[src/rtl/wrapper_drq_pkg.sv]
// Shared types and constants for the DMA-request handshake wrapper:
// channel FSM states, register map offsets and the unmapped-read pattern.
package wrapper_drq_pkg;

  typedef enum logic [1:0] {
    ST_IDLE   = 2'd0,
    ST_REQ    = 2'd1,
    ST_ACTIVE = 2'd2,
    ST_COOL   = 2'd3
  } ch_state_e;

  localparam int unsigned ADDR_STATUS     = 32'h000;
  localparam int unsigned ADDR_ERR        = 32'h004;
  localparam int unsigned ADDR_CNT_CLR    = 32'h008;
  localparam int unsigned ADDR_CNT_BASE   = 32'h010;
  localparam int unsigned ADDR_CNT_STRIDE = 32'h004;

  localparam int unsigned CNT_W = 16;

  localparam logic [31:0] RDATA_DEFAULT = 32'h0BAD_0BAD;

endpackage

[src/rtl/wrapper_drq_ch_fsm.sv]
// One DMA request channel: IDLE/REQ/ACTIVE/COOL handshake, wrapping done counter
// and, when WRAPPER_DRQ_TIMEOUT_EN is defined, a REQ-state watchdog with sticky error.
module wrapper_drq_ch_fsm
  import wrapper_drq_pkg::*;
#(
  parameter int TIMEOUT_CYCLES = 255
) (
  input  logic             hclk,
  input  logic             hresetn,
  input  logic             i_drq,
  input  logic             i_active,
  input  logic             i_done,
  input  logic             i_cnt_clr,
  input  logic             i_err_clr,
  output logic             o_dma_req,
  output logic             o_busy,
  output logic             o_err,
  output logic [CNT_W-1:0] o_cnt
);

  ch_state_e        r_state;
  ch_state_e        w_state_nxt;
  logic             r_dma_req;
  logic [CNT_W-1:0] r_cnt;
  logic             w_inc;
  logic             w_timeout;

`ifdef WRAPPER_DRQ_TIMEOUT_EN
  logic [7:0] r_wd;
  logic       r_err;

  // Counts cycles spent in REQ; holds zero everywhere else so each entry starts fresh.
  always_ff @(posedge hclk or negedge hresetn) begin
    if (!hresetn) begin
      r_wd <= '0;
    end else if (r_state != ST_REQ) begin
      r_wd <= '0;
    end else begin
      r_wd <= r_wd + 8'd1;
    end
  end

  assign w_timeout = (r_state == ST_REQ) && !i_active && !i_done &&
                     ((r_wd + 8'd1) == 8'(TIMEOUT_CYCLES));

  always_ff @(posedge hclk or negedge hresetn) begin
    if (!hresetn) begin
      r_err <= 1'b0;
    end else if (w_timeout) begin
      r_err <= 1'b1;
    end else if (i_err_clr) begin
      r_err <= 1'b0;
    end
  end

  assign o_err = r_err;
`else
  logic w_unused_wd;

  assign w_unused_wd = i_err_clr ^ (TIMEOUT_CYCLES > 0);
  assign w_timeout   = 1'b0;
  assign o_err       = 1'b0;
`endif

  always_comb begin
    w_state_nxt = r_state;
    w_inc       = 1'b0;
    case (r_state)
      ST_IDLE: begin
        if (i_drq) w_state_nxt = ST_REQ;
      end
      ST_REQ: begin
        if (i_done) begin
          w_state_nxt = ST_COOL;
          w_inc       = 1'b1;
        end else if (i_active) begin
          w_state_nxt = ST_ACTIVE;
        end else if (w_timeout) begin
          w_state_nxt = ST_COOL;
        end
      end
      ST_ACTIVE: begin
        if (i_done) begin
          w_state_nxt = ST_COOL;
          w_inc       = 1'b1;
        end
      end
      ST_COOL: begin
        w_state_nxt = ST_IDLE;
      end
      default: begin
        w_state_nxt = ST_IDLE;
      end
    endcase
  end

  // dma_req is a flop of the next-state decode so it is glitch-free toward the controller.
  always_ff @(posedge hclk or negedge hresetn) begin
    if (!hresetn) begin
      r_state   <= ST_IDLE;
      r_dma_req <= 1'b0;
    end else begin
      r_state   <= w_state_nxt;
      r_dma_req <= (w_state_nxt == ST_REQ);
    end
  end

  // A clear in the same cycle as a completion wins.
  always_ff @(posedge hclk or negedge hresetn) begin
    if (!hresetn) begin
      r_cnt <= '0;
    end else if (i_cnt_clr) begin
      r_cnt <= '0;
    end else if (w_inc) begin
      r_cnt <= r_cnt + 16'd1;
    end
  end

  assign o_dma_req = r_dma_req;
  assign o_busy    = (r_state != ST_IDLE);
  assign o_cnt     = r_cnt;

endmodule

[src/rtl/wrapper_drq_handshake.sv]
// Register front-end for NUM_CH DMA request channels: write decode and combinational
// read mux. Optional watchdog per channel is enabled by WRAPPER_DRQ_TIMEOUT_EN.
module wrapper_drq_handshake
  import wrapper_drq_pkg::*;
#(
  parameter int ADDRWIDTH      = 12,
  parameter int DATAWIDTH      = 32,
  parameter int NUM_CH         = 5,
  parameter int TIMEOUT_CYCLES = 255
) (
  input  logic                 hclk,
  input  logic                 hresetn,
  input  logic [ADDRWIDTH-1:0] addr,
  input  logic                 read_en,
  input  logic                 write_en,
  input  logic [DATAWIDTH-1:0] wdata,
  output logic [DATAWIDTH-1:0] rdata,
  input  logic [NUM_CH-1:0]    drq_ch,
  output logic [NUM_CH-1:0]    dma_req,
  input  logic [NUM_CH-1:0]    dma_active,
  input  logic [NUM_CH-1:0]    dma_done,
  output logic                 err_irq
);

  logic                        w_wr_err;
  logic                        w_wr_clr;
  logic [NUM_CH-1:0]           w_err_clr;
  logic [NUM_CH-1:0]           w_cnt_clr;
  logic [NUM_CH-1:0]           w_busy;
  logic [NUM_CH-1:0]           w_err;
  logic [NUM_CH-1:0][CNT_W-1:0] w_cnt;
  logic                        w_unused_wdata;

  assign w_wr_err       = write_en && (addr == ADDRWIDTH'(ADDR_ERR));
  assign w_wr_clr       = write_en && (addr == ADDRWIDTH'(ADDR_CNT_CLR));
  assign w_err_clr      = w_wr_err ? wdata[NUM_CH-1:0] : '0;
  assign w_cnt_clr      = w_wr_clr ? wdata[NUM_CH-1:0] : '0;
  assign w_unused_wdata = ^wdata;

  for (genvar g = 0; g < NUM_CH; g++) begin : g_ch
    wrapper_drq_ch_fsm #(
      .TIMEOUT_CYCLES(TIMEOUT_CYCLES)
    ) u_ch (
      .hclk      (hclk),
      .hresetn   (hresetn),
      .i_drq     (drq_ch[g]),
      .i_active  (dma_active[g]),
      .i_done    (dma_done[g]),
      .i_cnt_clr (w_cnt_clr[g]),
      .i_err_clr (w_err_clr[g]),
      .o_dma_req (dma_req[g]),
      .o_busy    (w_busy[g]),
      .o_err     (w_err[g]),
      .o_cnt     (w_cnt[g])
    );
  end

  assign err_irq = |w_err;

  always_comb begin
    rdata = DATAWIDTH'(RDATA_DEFAULT);
    if (read_en) begin
      if (addr == ADDRWIDTH'(ADDR_STATUS)) begin
        rdata = DATAWIDTH'(w_busy);
      end else if (addr == ADDRWIDTH'(ADDR_ERR)) begin
        rdata = DATAWIDTH'(w_err);
      end else if (addr == ADDRWIDTH'(ADDR_CNT_CLR)) begin
        rdata = '0;
      end else begin
        for (int ch = 0; ch < NUM_CH; ch++) begin
          if (addr == ADDRWIDTH'(ADDR_CNT_BASE + ADDR_CNT_STRIDE * ch)) begin
            rdata = DATAWIDTH'(w_cnt[ch]);
          end
        end
      end
    end
  end

endmodule

[config.mk]
export PLATFORM = sky130hd
export DESIGN_NAME = wrapper_drq_handshake
export DESIGN_NICKNAME = d
export VERILOG_FILES = /design/src/rtl/wrapper_drq_pkg.sv /design/src/rtl/wrapper_drq_ch_fsm.sv /design/src/rtl/wrapper_drq_handshake.sv
export SDC_FILE = /design/constraint.sdc
export NUM_CORES = 1
export LEC_CHECK = 0
export BUFFER_PORTS_ARGS = -buffer_cell sky130_fd_sc_hd__buf_2
export CORE_ASPECT_RATIO = 0.9
export CORE_MARGIN = 2
export CORE_UTILIZATION = 55
export DETAILED_ROUTE_END_ITERATION = 8
export GPL_TIMING_DRIVEN = 0
export PLACE_DENSITY = 0.78
export REMOVE_ABC_BUFFERS = 1
export SLEW_MARGIN = 10
export SYNTH_ARGS = -nofsm -noshare
export SYNTH_HDL_FRONTEND = slang
export SYNTH_SLANG_ARGS = --single-unit
[constraint.sdc]
create_clock -name hclk -period 4.3 [get_ports hclk]
set_input_delay 0.215 -clock hclk [delete_from_list [all_inputs] [get_ports hclk]]
set_output_delay 0.215 -clock hclk [all_outputs]
set_load 0.05 [all_outputs]
==> results.md, run 1 <==
* Cells after DPL at 903
* Die footprint at ~0.012 sq mm
* Least-Margin Pin Slew at 1.132 ns
* Count leader, synth: dfrtp_1
* Yosys top cell area share at 38.35%
* Fin. Hold Viols at 0
* Layout area overhead at 10.07%
* DRT Wirelength at 16.33 mm
* Clock Pin Slew Worst Setup and Hold Paths at around 0.060 ns
* Synth Warn # at 0
* Sequential area share after synthesis at 38.35%
* Min cycle time layout at around 3.1 ns
* Fin crit share at around 72%
* I/O Pins at roughly 100
* Clock Sink Count at 95
* Initial Util at a little under three fifths
* Worst Setup Path Type: input port to output port
* Slew Viols, Final at 0
* Worst VDD drop at about 420 uV
* Yosys reg bits at 95
* EDFF count, synth at 0
* Power Total at 3.191 mW
* DR vias at around 5600
* Total GRT Usage at 28.48%
* Syn Area/Cell at 8.575 sq um
* Dpl ws at 1.193 ns
* Met2 Wirelength at 7.659 mm
* Fin cells at 920
* Worst-Skew Late Latency at 0.36 ns
* Leakage at 2.836 nW
* First-pass GRT wire length at 26.99 mm
* Status: finished, final reports clean
* Crit. End Element: output port
* FP Rows at 36
* Top post-synthesis cells by area: dfrtp_1 38%, nor2_1 5.6%, xnor2_1 4.9%
* Clock root buffer: clkbuf_16
* TritonRoute pass-1 iters at 5
* CP arrival at 2.90 ns
* Post-synth top area cell: dfrtp_1
* Core Box Area at 0.01090 sq mm
* Top cells by count, synth: 95 x dfrtp_1, 92 x nor2_1, 61 x nand2_1
* Top_reg_cell synth: dfrtp_1
* IO Port Bufs at 64
* Relative slew slack at between 20% and 30%
* Vias/cell at 6.118
* Post-Syn Area at 0.006200 sq mm
* Post-synthesis cell count at between 700 and 800
* Distinct cells, synth at 58
* DRC Markers at 0
* CTS tree: yes
* Initial antenna violation count at 0
* CTS max path bufs at 2
* Drt wl/cell at 17.75 um
* Worst Setup Start Kind: input port
* Clock Skews at ~0.01 ns
* Setup TNS at 0 ns
* Vias in the first global route at 5372
* Final worst slack at 1.184 ns
* Highest Signal Layer: met4
* # nets final at 849
* Die Y at about 100 um
* GPL Wtd Cong at 0.9375
* MaxCap Viol Count at 0
* Worst-path fanout max at 40
* Die Wd at 115.9 um
* Register Area at 0.002377 sq mm
* Diode count at 0
* Post-route ant nets at 0
* WP data required at 4.09 ns
* RSZ-0062 raised after global routing: no
* Final setup fails at 0
* DP Wirelength at 12.26 mm
* Footprint of the multi-input gates at 0.003480 sq mm
* PwrDens at about 470 mW/mm^2
* Largest net degree at the start of global routing at between 50 and 60
* Ys async rst share at 100.0%
* CTS buffer count at 9
* Max Clk Rate at 0.3209 GHz
* Post-CTS Setup Inserts at 0
* Hold Path Class: input port to register
* Global route total overflow at 0
* Fill cell count at 982
* WL met3 at 1.359 mm
* M1 WL at 6.986 mm
* Fraction of final layout cells sized beyond drive strength 1 at between 10% and 20%
* DRT iter0 DRCs at roughly 460
* H-tree depth at 3
per-stage QoR:
step	cell area, sq um	util, %	hold slack, ns
floorplan	5974	-	-0.08059
global placement	6485	59.49	0.4966
detailed placement	6507	59.70	0.3063
CTS	6810	62.48	0.1435
global route	6824	62.60	0.1610
finish	6824	62.60	0.1477
metal layers:
metal | vias up | global-route usage, %
li1 | 2653 | -
met1 | 2725 | 39.54
met2 | 217 | 43.57
met3 | 34 | 7.425
met4 | 0 | 9.014
met5 | - | 0
flip-flops by register name, summed over array words and instances, names as in the netlist:
| register | cells |
|---|---|
| g_ch.u_ch.o_dma_req | 5 |
| g_ch.u_ch.o_cnt | 80 |
| g_ch.u_ch.r_state | 10 |
power breakdown:
| part | internal [mW] | leakage (nW) | switching (mW) |
|---|---|---|---|
| clock network | 0.466 | 0.140 | 0.340 |
| registers | 1.09 | 1.25 | 0.225 |
| logic | 0.399 | 1.44 | 0.674 |
what timing repair did:
item | CTS | global route
endpoints found under the hold margin | 53 | 0
endpoints found under the setup margin | 0 | 0
hold buffers | 1 | 0
gates resized for setup | 0 | 0
cells in the final DEF, fill, tap and decap left out, types with 3 or more instances in the layout:
master and n:
dfrtp_1 95, nor2_1 92, buf_2 63, nand2_1 61, inv_1 35, nand3_1 35, xnor2_1 35, nor3_1 32
nand4_1 30, a21oi_1 28, ha_1 23, o21ai_0 22, xor2_1 21, o22ai_1 18, nor4_1 17, or3_1 13
conb_1 9, clkbuf_16 9, a22oi_1 8, nand2b_1 8, o31ai_1 8, or4_1 8, and4_1 8, nor2b_1 7
o211ai_1 5, a311oi_1 5, nor4b_1 5, and3_1 5, nand3b_1 4, or2_2 4, mux2i_1 4, o31a_1 4
a32oi_1 4, o2111a_1 3, nor3_2 3, clkbuf_1 3
cell families (layout without fill, tap and decap cells):
| logic type | after synthesis | after routing | synth area share (%) |
|---|---|---|---|
| simple gates | 343 | 343 | 28.64 |
| compound gates | 119 | 119 | 12.80 |
| flops | 95 | 95 | 38.35 |
| buf+inv | 80 | 117 | 6.236 |
| xor+xnor | 56 | 56 | 7.911 |
| fa+ha+maj | 23 | 23 | 4.642 |
| mux | 6 | 6 | 1.372 |
| other cells | 1 | 9 | 0.06049 |
worst max-delay path, cell delays in order:
cell,delay [ns]
buf_2,0.56
nor4bb_1,1.04
nand4_1,0.25
a311oi_1,0.46
buf_2,0.34
cell type report:
| cell class | count | share of cell area (%) |
|---|---|---|
| sequential | 95 | 34.84 |
| multi-input combinational | 556 | 50.99 |
| inverter | 35 | 1.925 |
| timing repair buffer | 66 | 5.171 |
| tap | 152 | 2.787 |
| clock inverter | 3 | 0.6234 |
| clock buffer | 13 | 3.667 |
final timing paths:
kind | start | to | slack [ns] | depth (start not counted)
worst min register to register | g_ch[0].u_ch.o_cnt[15] | g_ch[0].u_ch.o_cnt[15] | 0.57 | 2
worst min-delay path | dma_active[0] | g_ch[0].u_ch.r_state[1] | 0.15 | 2
max in group asynchronous | hresetn | g_ch[0].u_ch.o_cnt[4] | 3.18 | 3
worst max register to register | g_ch[0].u_ch.r_state[0] | g_ch[0].u_ch.o_cnt[14] | 2.01 | 6
worst max-delay path | addr[2] | rdata[6] | 1.18 | 5
min in group asynchronous | hresetn | g_ch[1].u_ch.r_state[1] | 0.45 | 2
No activity file was read; power rests on OpenSTA's default activity.
==> run 2: changes to the inputs <==
ABC_AREA = 1   (was not set)
CORE_UTILIZATION = 53   (was 55)
clock period = 2.8 ns   (was 4.3 ns; I/O delays follow)
==> results.md, run 2 <==
* Crit. End Element: output port (unchanged)
* Worst-path fanout max at 24 (was 40)
* Yosys reg bits at 95 (unchanged)
* Hold Path Depth at 3 (was 2)
* Ys async rst share at 100.0% (unchanged)
* Slew Viols, Final at 0 (unchanged)
* Core Box Area at 0.01259 sq mm (was 0.01090 sq mm)
* # nets final at 1084 (was 849)
* IO Port Bufs at 64 (unchanged)
* Yosys top cell area share at 35.06% (was 38.35%)
* Fin util at 59.16% (was 62.60%)
* Initial Util at 53.86% (was 56.88%)
* Worst Setup Start Kind: input port (unchanged)
* Flop-to-flop setup slack at 0.60 ns (was 2.01 ns)
* Top_reg_cell synth: dfrtp_1 (unchanged)
* Power Total at 6.172 mW (was 3.191 mW)
* Worst-Skew Late Latency at 0.35 ns (was 0.36 ns)
* Critical Path Start: addr[2] (unchanged)
* Post-Syn Area at 0.006780 sq mm (was 0.006200 sq mm)
* CP arrival at 2.27 ns (was 2.90 ns)
* Sequential area share after synthesis at 35.06% (was 38.35%)
* Count leader, synth: nand2_1 (was dfrtp_1)
* GPL Wtd Cong at 0.9362 (was 0.9375)
* Cts repair resizes at 0 (unchanged)
* Reg-to-Reg End: g_ch[0].u_ch.o_cnt[12] (was g_ch[0].u_ch.o_cnt[14])
* Worst Setup Path Type: input port to output port (unchanged)
* Relative slew slack at 52.58% (was 23.50%)
* CTS tree: yes (unchanged)
* Vias/cell at 5.379 (was 6.118)
* CP cell instances: buf_2, nor2_1, nand2_1, nor2_4, nand2_1, clkinv_1, nand2_1, nand2_1, a21oi_1, buf_2 (was buf_2, nor4bb_1, nand4_1, a311oi_1, buf_2)
* MaxCap Viol Count at 0 (unchanged)
* Final setup fails at 0 (unchanged)
* Max Clk Rate at between 0.4 and 0.5 GHz
* Clock Sink Count at 95 (unchanged)
* Top cells by count, synth: 184 x nand2_1, 144 x inv_1, 108 x nand3_1, 95 x dfrtp_1, 68 x o21ai_0 (was 95 x dfrtp_1, 92 x nor2_1, 61 x nand2_1)
* CTS max path bufs at 2 (unchanged)
* DRC Markers at 0 (unchanged)
* Fraction of final layout cells sized beyond drive strength 1 at 11.96% (was 12.37%)
* Vias in the first global route at 5722 (was 5372)
* First-pass GRT wire length at 27.90 mm (was 26.99 mm)
* DR vias at 6277 (was 5629)
* Die footprint at 0.01371 sq mm (was 0.01214 sq mm)
* FP Rows at 39 (was 36)
* Status: finished, final reports clean (unchanged)
* Leakage at 3.658 nW (was 2.836 nW)
* WP data required at 2.66 ns (was 4.09 ns)
* Crit-path slowest cell: nand2_1 (was nor4bb_1)
* CP Capture Point: rdata[1] (was rdata[6])
* Layout area overhead at 9.854% (was 10.07%)
* Cell family with most CP delay: simple AND/OR/NAND/NOR gates (unchanged)
* Synth Warn # at 0 (unchanged)
* Die Wd at 123.2 um (was 115.9 um)
* EDFF count, synth at 0 (unchanged)
* Global route total overflow at 0 (unchanged)
* Initial antenna violation count at 0 (unchanged)
* Drt wl/cell at 14.41 um (was 17.75 um)
* Syn Area/Cell at 7.122 sq um (was 8.575 sq um)
* I/O Pins at 101 (unchanged)
* DP Wirelength at 12.92 mm (was 12.26 mm)
* Post-CTS Setup Inserts at 0 (unchanged)
* Worst VDD drop at 699.5 uV (was 421.6 uV)
* Largest net degree at the start of global routing at 58 (was 55)
* Die Y at 111.3 um (was 104.7 um)
* Most frequent CP cell: nand2_1 (was buf_2)
* H-tree depth at 3 (unchanged)
* Diode count at 0 (unchanged)
* Most common cell after layout, fill and taps aside: nand2_1 (was dfrtp_1)
* Hold Path Class: input port to register (unchanged)
* R2R depth at 9 (was 6)
* RSZ-0062 raised after global routing: no (unchanged)
* Clock root buffer: clkbuf_16 (unchanged)
* RR Startpoint: g_ch[0].u_ch.r_state[0] (unchanged)
* Clock Skews at 0.007056 ns (was 0.01018 ns)
* Post-synth top area cell: dfrtp_1 (unchanged)
* Max reg flops at 80 (unchanged)
* Fin. Hold Viols at 0 (unchanged)
* DRT iter0 DRCs at 471 (was 464)
* Crit path largest cell delay at 0.55 ns (was 1.04 ns)
* Leading cell types in the layout, fill and taps excluded: 184 x nand2_1, 144 x inv_1, 108 x nand3_1, 95 x dfrtp_1, 68 x o21ai_0 (was 95 x dfrtp_1, 92 x nor2_1, 63 x buf_2, 61 x nand2_1)
* Clock Pin Slew Worst Setup and Hold Paths at 0.07 ns (was 0.06 ns)
* Post-route ant nets at 0 (unchanged)
* Post-synthesis cell count at 952 (was 723)
* Critical Path Stages at 10 (was 5)
* Distinct cells, synth at 43 (was 58)
* Min cycle time layout at ~2.4 ns
* Least-Margin Pin Slew at 0.7096 ns (was 1.132 ns)
* CP Buf/Inv Count at 3 (was 2)
* Top post-synthesis cells by area: dfrtp_1 35%, nand2_1 10%, inv_1 8.0% (was dfrtp_1 38%, nor2_1 5.6%, xnor2_1 4.9%)
* DRT Wirelength at 16.82 mm (was 16.33 mm)
* TritonRoute pass-1 iters at 5 (unchanged)
* Fin crit share at 86.04%
* CTS buffer count at 9 (unchanged)
* Hold-fix buffers at CTS at 1 (unchanged)
* Total GRT Usage at 25.85% (was 28.48%)
* Fill cell count at 1193 (was 982)
* PwrDens at 828.6 mW/mm^2 (was 467.7 mW/mm^2)
run 2: cell count changes in the layout (fill, tap and decap cells not counted), sizes merged, moves of 14 or more:
| cell | previous run | this run |
|---|---|---|
| xnor2 | 35 | 2 |
| or3 | 14 | 0 |
| inv | 35 | 150 |
| nand4 | 30 | 16 |
| nand3 | 36 | 110 |
| nand2 | 61 | 197 |
| o22ai | 18 | 1 |
| a21oi | 29 | 44 |
| nor3 | 35 | 62 |
| o21ai | 22 | 77 |
| nor4 | 18 | 4 |
| nor2 | 92 | 70 |
run 2: kinds of logic (layout without fill, tap and decap cells):
family / Yosys count / in the layout / share of synthesized area (%)
simple gates: 472 / 472 / 32.94
buf+inv: 191 / 234 / 12.33
compound gates: 135 / 135 / 10.78
flops: 95 / 95 / 35.06
xor+xnor: 33 / 33 / 4.263
fa+ha+maj: 23 / 23 / 4.244
mux: 2 / 2 / 0.3321
other cells: 1 / 9 / 0.05531
run 2: how the worst min path moves through the flow:
stage	slack [ns]	to	from
CTS	0.06	g_ch[0].u_ch.r_state[0]	drq_ch[0]
floorplan	-0.16	g_ch[0].u_ch.o_cnt[0]	hresetn
global route	0.11	g_ch[0].u_ch.r_state[0]	drq_ch[0]
finish	0.06	g_ch[0].u_ch.r_state[0]	drq_ch[0]
detailed placement	0.16	g_ch[1].u_ch.o_cnt[5]	hresetn
global placement	0.43	g_ch[0].u_ch.r_state[0]	drq_ch[0]
run 2: layout make-up:
type / count / area, sq um / area share [%]
Clock inverter: 6 / 108.9 / 1.461
Timing Repair Buffer: 66 / 360.3 / 4.838
Tap cell: 164 / 205.2 / 2.755
Sequential cell: 95 / 2377 / 31.92
Multi-Input combinational cell: 674 / 3597 / 48.30
Inverter: 152 / 570.5 / 7.660
Clock buffer: 10 / 229.0 / 3.074
run 2: worst register-to-register path, cell delays in order (launching register included):
cell	delay, ns
dfrtp_1	0.37
inv_1	0.10
ha_1	0.29
nand2_1	0.17
nor3_2	0.26
nand4_1	0.26
nor3_1	0.40
nand3_1	0.12
nand2_1	0.09
nor2_1	0.04
run 2: metrics by stage:
| stage | area (sq um) | cells | TNS (ns) | setup slack, ns | hold WS [ns] |
|---|---|---|---|---|---|
| 3_3_place_gp | 7071 | 1149 | 0 | 0.4216 | 0.4275 |
| 3_5_place_dp | 7101 | 1150 | 0 | 0.4116 | 0.1628 |
| 4_1_cts | 7448 | 1167 | 0 | 0.3957 | 0.06173 |
| 2_1_floorplan | 6545 | 921 | -51.92 | -6.489 | -0.1556 |
| 5_1_grt | 7448 | 1167 | 0 | 0.1738 | 0.1146 |
| 6_report | 7448 | 1167 | 0 | 0.3909 | 0.06461 |
run 2: where the power goes:
group | total (mW) | switching (mW) | internal [mW]
clock | 1.42 | 0.544 | 0.872
combinational | 2.48 | 1.68 | 0.806
sequential | 2.27 | 0.420 | 1.85
run 2: routing by layer:
layer | global-route usage (%) | wire (um) | up-vias
met5 | 0 | 0 | -
met2 | 38.64 | 7519 | 212
met4 | 7.879 | 446 | 0
met3 | 5.350 | 1087 | 33
met1 | 37.59 | 7763 | 2860
li1 | - | - | 3172
==> run 3: changes to the inputs <==
SYNTH_HIERARCHICAL = 1   (was not set)
==> results.md, run 3 <==
* Fin util at 58.86% (was 59.16%)
* WP data required at 2.66 ns (about the same)
* Power Total at 5.724 mW (was 6.172 mW)
* Syn Area/Cell at 7.112 sq um (was 7.122 sq um)
* Die Y at 114.6 um (was 111.3 um)
* Hold Path Class: input port to register (unchanged)
* Total GRT Usage at 24.22% (was 25.85%)
* RR Startpoint: g_ch[1].u_ch/r_state[1] (was g_ch[0].u_ch.r_state[0])
* Post-CTS Setup Inserts at 0 (unchanged)
* Most common cell after layout, fill and taps aside: nand2_1 (unchanged)
* Footprint of the multi-input gates at 0.004069 sq mm (was 0.003597 sq mm)
* Max reg flops at 80 (unchanged)
* Reg-to-Reg End: g_ch[1].u_ch/o_cnt[15] (was g_ch[0].u_ch.o_cnt[12])
* Clock root buffer: clkbuf_16 (unchanged)
* Setup TNS at 0 ns (unchanged)
* Crit path largest cell delay at 0.60 ns (was 0.55 ns)
* Cell family with most CP delay: simple AND/OR/NAND/NOR gates (unchanged)
* Flop-to-flop setup slack at 1.15 ns (was 0.60 ns)
* Die Wd at 126.8 um (was 123.2 um)
* Status: finished, final reports clean (unchanged)
* H-tree depth at 3 (unchanged)
* Initial Util at 54.06% (was 53.86%)
* # nets final at 1157 (was 1084)
* Hold Path Depth at 4 (was 3)
* Crit-path slowest cell: o21ai_0 (was nand2_1)
* CTS max path bufs at 2 (unchanged)
* Initial antenna violation count at 1 (was 0)
* MaxCap Viol Count at 0 (unchanged)
* Leading cell types in the layout, fill and taps excluded: 243 x nand2_1, 154 x nor2_1, 121 x inv_1, 95 x dfrtp_1, 64 x nand3_1 (was 184 x nand2_1, 144 x inv_1, 108 x nand3_1, 95 x dfrtp_1, 68 x o21ai_0)
* Worst Setup Start Kind: input port (unchanged)
* CTS buffer count at 9 (unchanged)
* CP arrival at 2.08 ns (was 2.27 ns)
* Post-Syn Area at 0.007197 sq mm (was 0.006780 sq mm)
* Worst-Skew Late Latency at 0.35 ns (about the same)
* Global route total overflow at 0 (unchanged)
* Vias in the first global route at 5897 (was 5722)
* Fin. Hold Viols at 0 (unchanged)
* RSZ-0062 raised after global routing: no (unchanged)
* Worst Hold End: g_ch[2].u_ch/r_state[1] (was g_ch[0].u_ch.r_state[0])
* DRT iter0 DRCs at 470 (was 471)
* TritonRoute pass-1 iters at 5 (unchanged)
* Crit. End Element: output port (unchanged)
* Post-synthesis cell count at 1012 (was 952)
* Worst Setup Path Type: input port to output port (unchanged)
* DRT Wirelength at 16.53 mm (was 16.82 mm)
* Worst-path fanout max at 19 (was 24)
* R2R depth at 9 (unchanged)
* Fraction of final layout cells sized beyond drive strength 1 at 16.10% (was 11.96%)
* Final worst slack at 0.5833 ns (was 0.3909 ns)
* DR vias at 6436 (was 6277)
* Dpl ws at 0.2866 ns (was 0.4116 ns)
* DP Wirelength at 12.68 mm (was 12.92 mm)
* GPL Wtd Cong at 0.9340 (was 0.9362)
* Core Box Area at 0.01331 sq mm (was 0.01259 sq mm)
* Fill cell count at 1285 (was 1193)
* FP Rows at 40 (was 39)
* Layout area overhead at 8.884% (was 9.854%)
* PwrDens at 730.5 mW/mm^2 (was 828.6 mW/mm^2)
* Leakage at 4.476 nW (was 3.658 nW)
* DRC Markers at 0 (unchanged)
* Post-route ant nets at 0 (unchanged)
* Vias/cell at 5.203 (was 5.379)
* Slew Viols, Final at 0 (unchanged)
* Least-Margin Pin Slew at 0.7325 ns (was 0.7096 ns)
* Hold Startpoint: drq_ch[2] (was drq_ch[0])
* Synth Warn # at 6 (was 0)
* Fin crit share at 79.17% (was 86.04%)
* Final setup fails at 0 (unchanged)
* Relative slew slack at 50.65% (was 52.58%)
* First-pass GRT wire length at 28.35 mm (was 27.90 mm)
* Drt wl/cell at 13.36 um (was 14.41 um)
* CP cell instances: buf_2, nor2_1, nand2_2, nor2_8, nand2_4, nand2_2, nor2_1, nand3_1, o21ai_0, buf_2 (was buf_2, nor2_1, nand2_1, nor2_4, nand2_1, clkinv_1, nand2_1, nand2_1, a21oi_1, buf_2)
* Clock Sink Count at 95 (unchanged)
* Clock Pin Slew Worst Setup and Hold Paths at 0.06 ns (was 0.07 ns)
* IO Port Bufs at 64 (unchanged)
* Clock Skews at 0.007163 ns (was 0.007056 ns)
* Min cycle time layout at 2.217 ns (was 2.409 ns)
* Max Clk Rate at 0.4511 GHz (was 0.4151 GHz)
* Die footprint at 0.01453 sq mm (was 0.01371 sq mm)
* Register Area at 0.002377 sq mm (unchanged)
* CP Buf/Inv Count at 2 (was 3)
* CTS tree: yes (unchanged)
* Worst VDD drop at 517.3 uV (was 699.5 uV)
* Largest net degree at the start of global routing at 62 (was 58)
* I/O Pins at 101 (unchanged)
==> run 3: worst max path at each step <==
stage	startpoint	end	slack (ns)	cells after the start
floorplan	addr[9]	rdata[16]	-6.40	8
global placement	addr[7]	g_ch[0].u_ch/o_cnt[7]	0.31	11
detailed placement	addr[7]	g_ch[0].u_ch/o_cnt[7]	0.29	11
CTS	addr[5]	rdata[3]	0.61	13
global route	addr[2]	rdata[16]	0.40	10
finish	addr[2]	rdata[19]	0.58	10
==> run 3: worst register-to-register path, delay by kind of cell (launching register included) <==
family | cells | cell delay (ns)
AND/OR/NAND/NOR | 6 | 0.59
flip-flops | 1 | 0.41
adder cells (fa/ha/maj) | 1 | 0.32
buffers and inverters | 2 | 0.20
==> run 3: per-stage QoR <==
stage               cell area, sq um  instances  hold WS, ns
floorplan                       6950        987      -0.1556
global placement                7481       1219       0.4622
detailed placement              7511       1220       0.1415
CTS                             7834       1236      0.08730
global route                    7836       1237       0.1137
finish                          7836       1237      0.09482
==> run 3: area by class of cell <==
cell class	instances	area share [%]
inverter	133	6.435
timing repair buffer	66	4.598
clock inverter	4	0.8941
antenna	1	0.03193
clock buffer	11	3.098
multi-input combinational	759	51.92
sequential	95	30.34
tap	168	2.682
==> run 3: power breakdown <==
group          total, mW  internal [mW]  switching, mW
registers           2.23           1.75          0.472
logic               2.17          0.720           1.45
clock network       1.32          0.799          0.525
total               5.72           3.27           2.45
==> run 3: repair_timing <==
| action | in CTS | in global routing |
|---|---|---|
| hold endpoints to repair | 34 | 0 |
| gates resized for setup | 0 | 0 |
| hold buffers | 1 | 0 |
==> run 3: routing by layer <==
layer | vias to the layer above | wire, um | GRT usage, %
met5 | - | 0 | 0
met4 | 0 | 255 | 6.374
met3 | 19 | 895 | 5.000
met2 | 157 | 7541 | 38.28
met1 | 2966 | 7840 | 34.07
li1 | 3294 | - | -
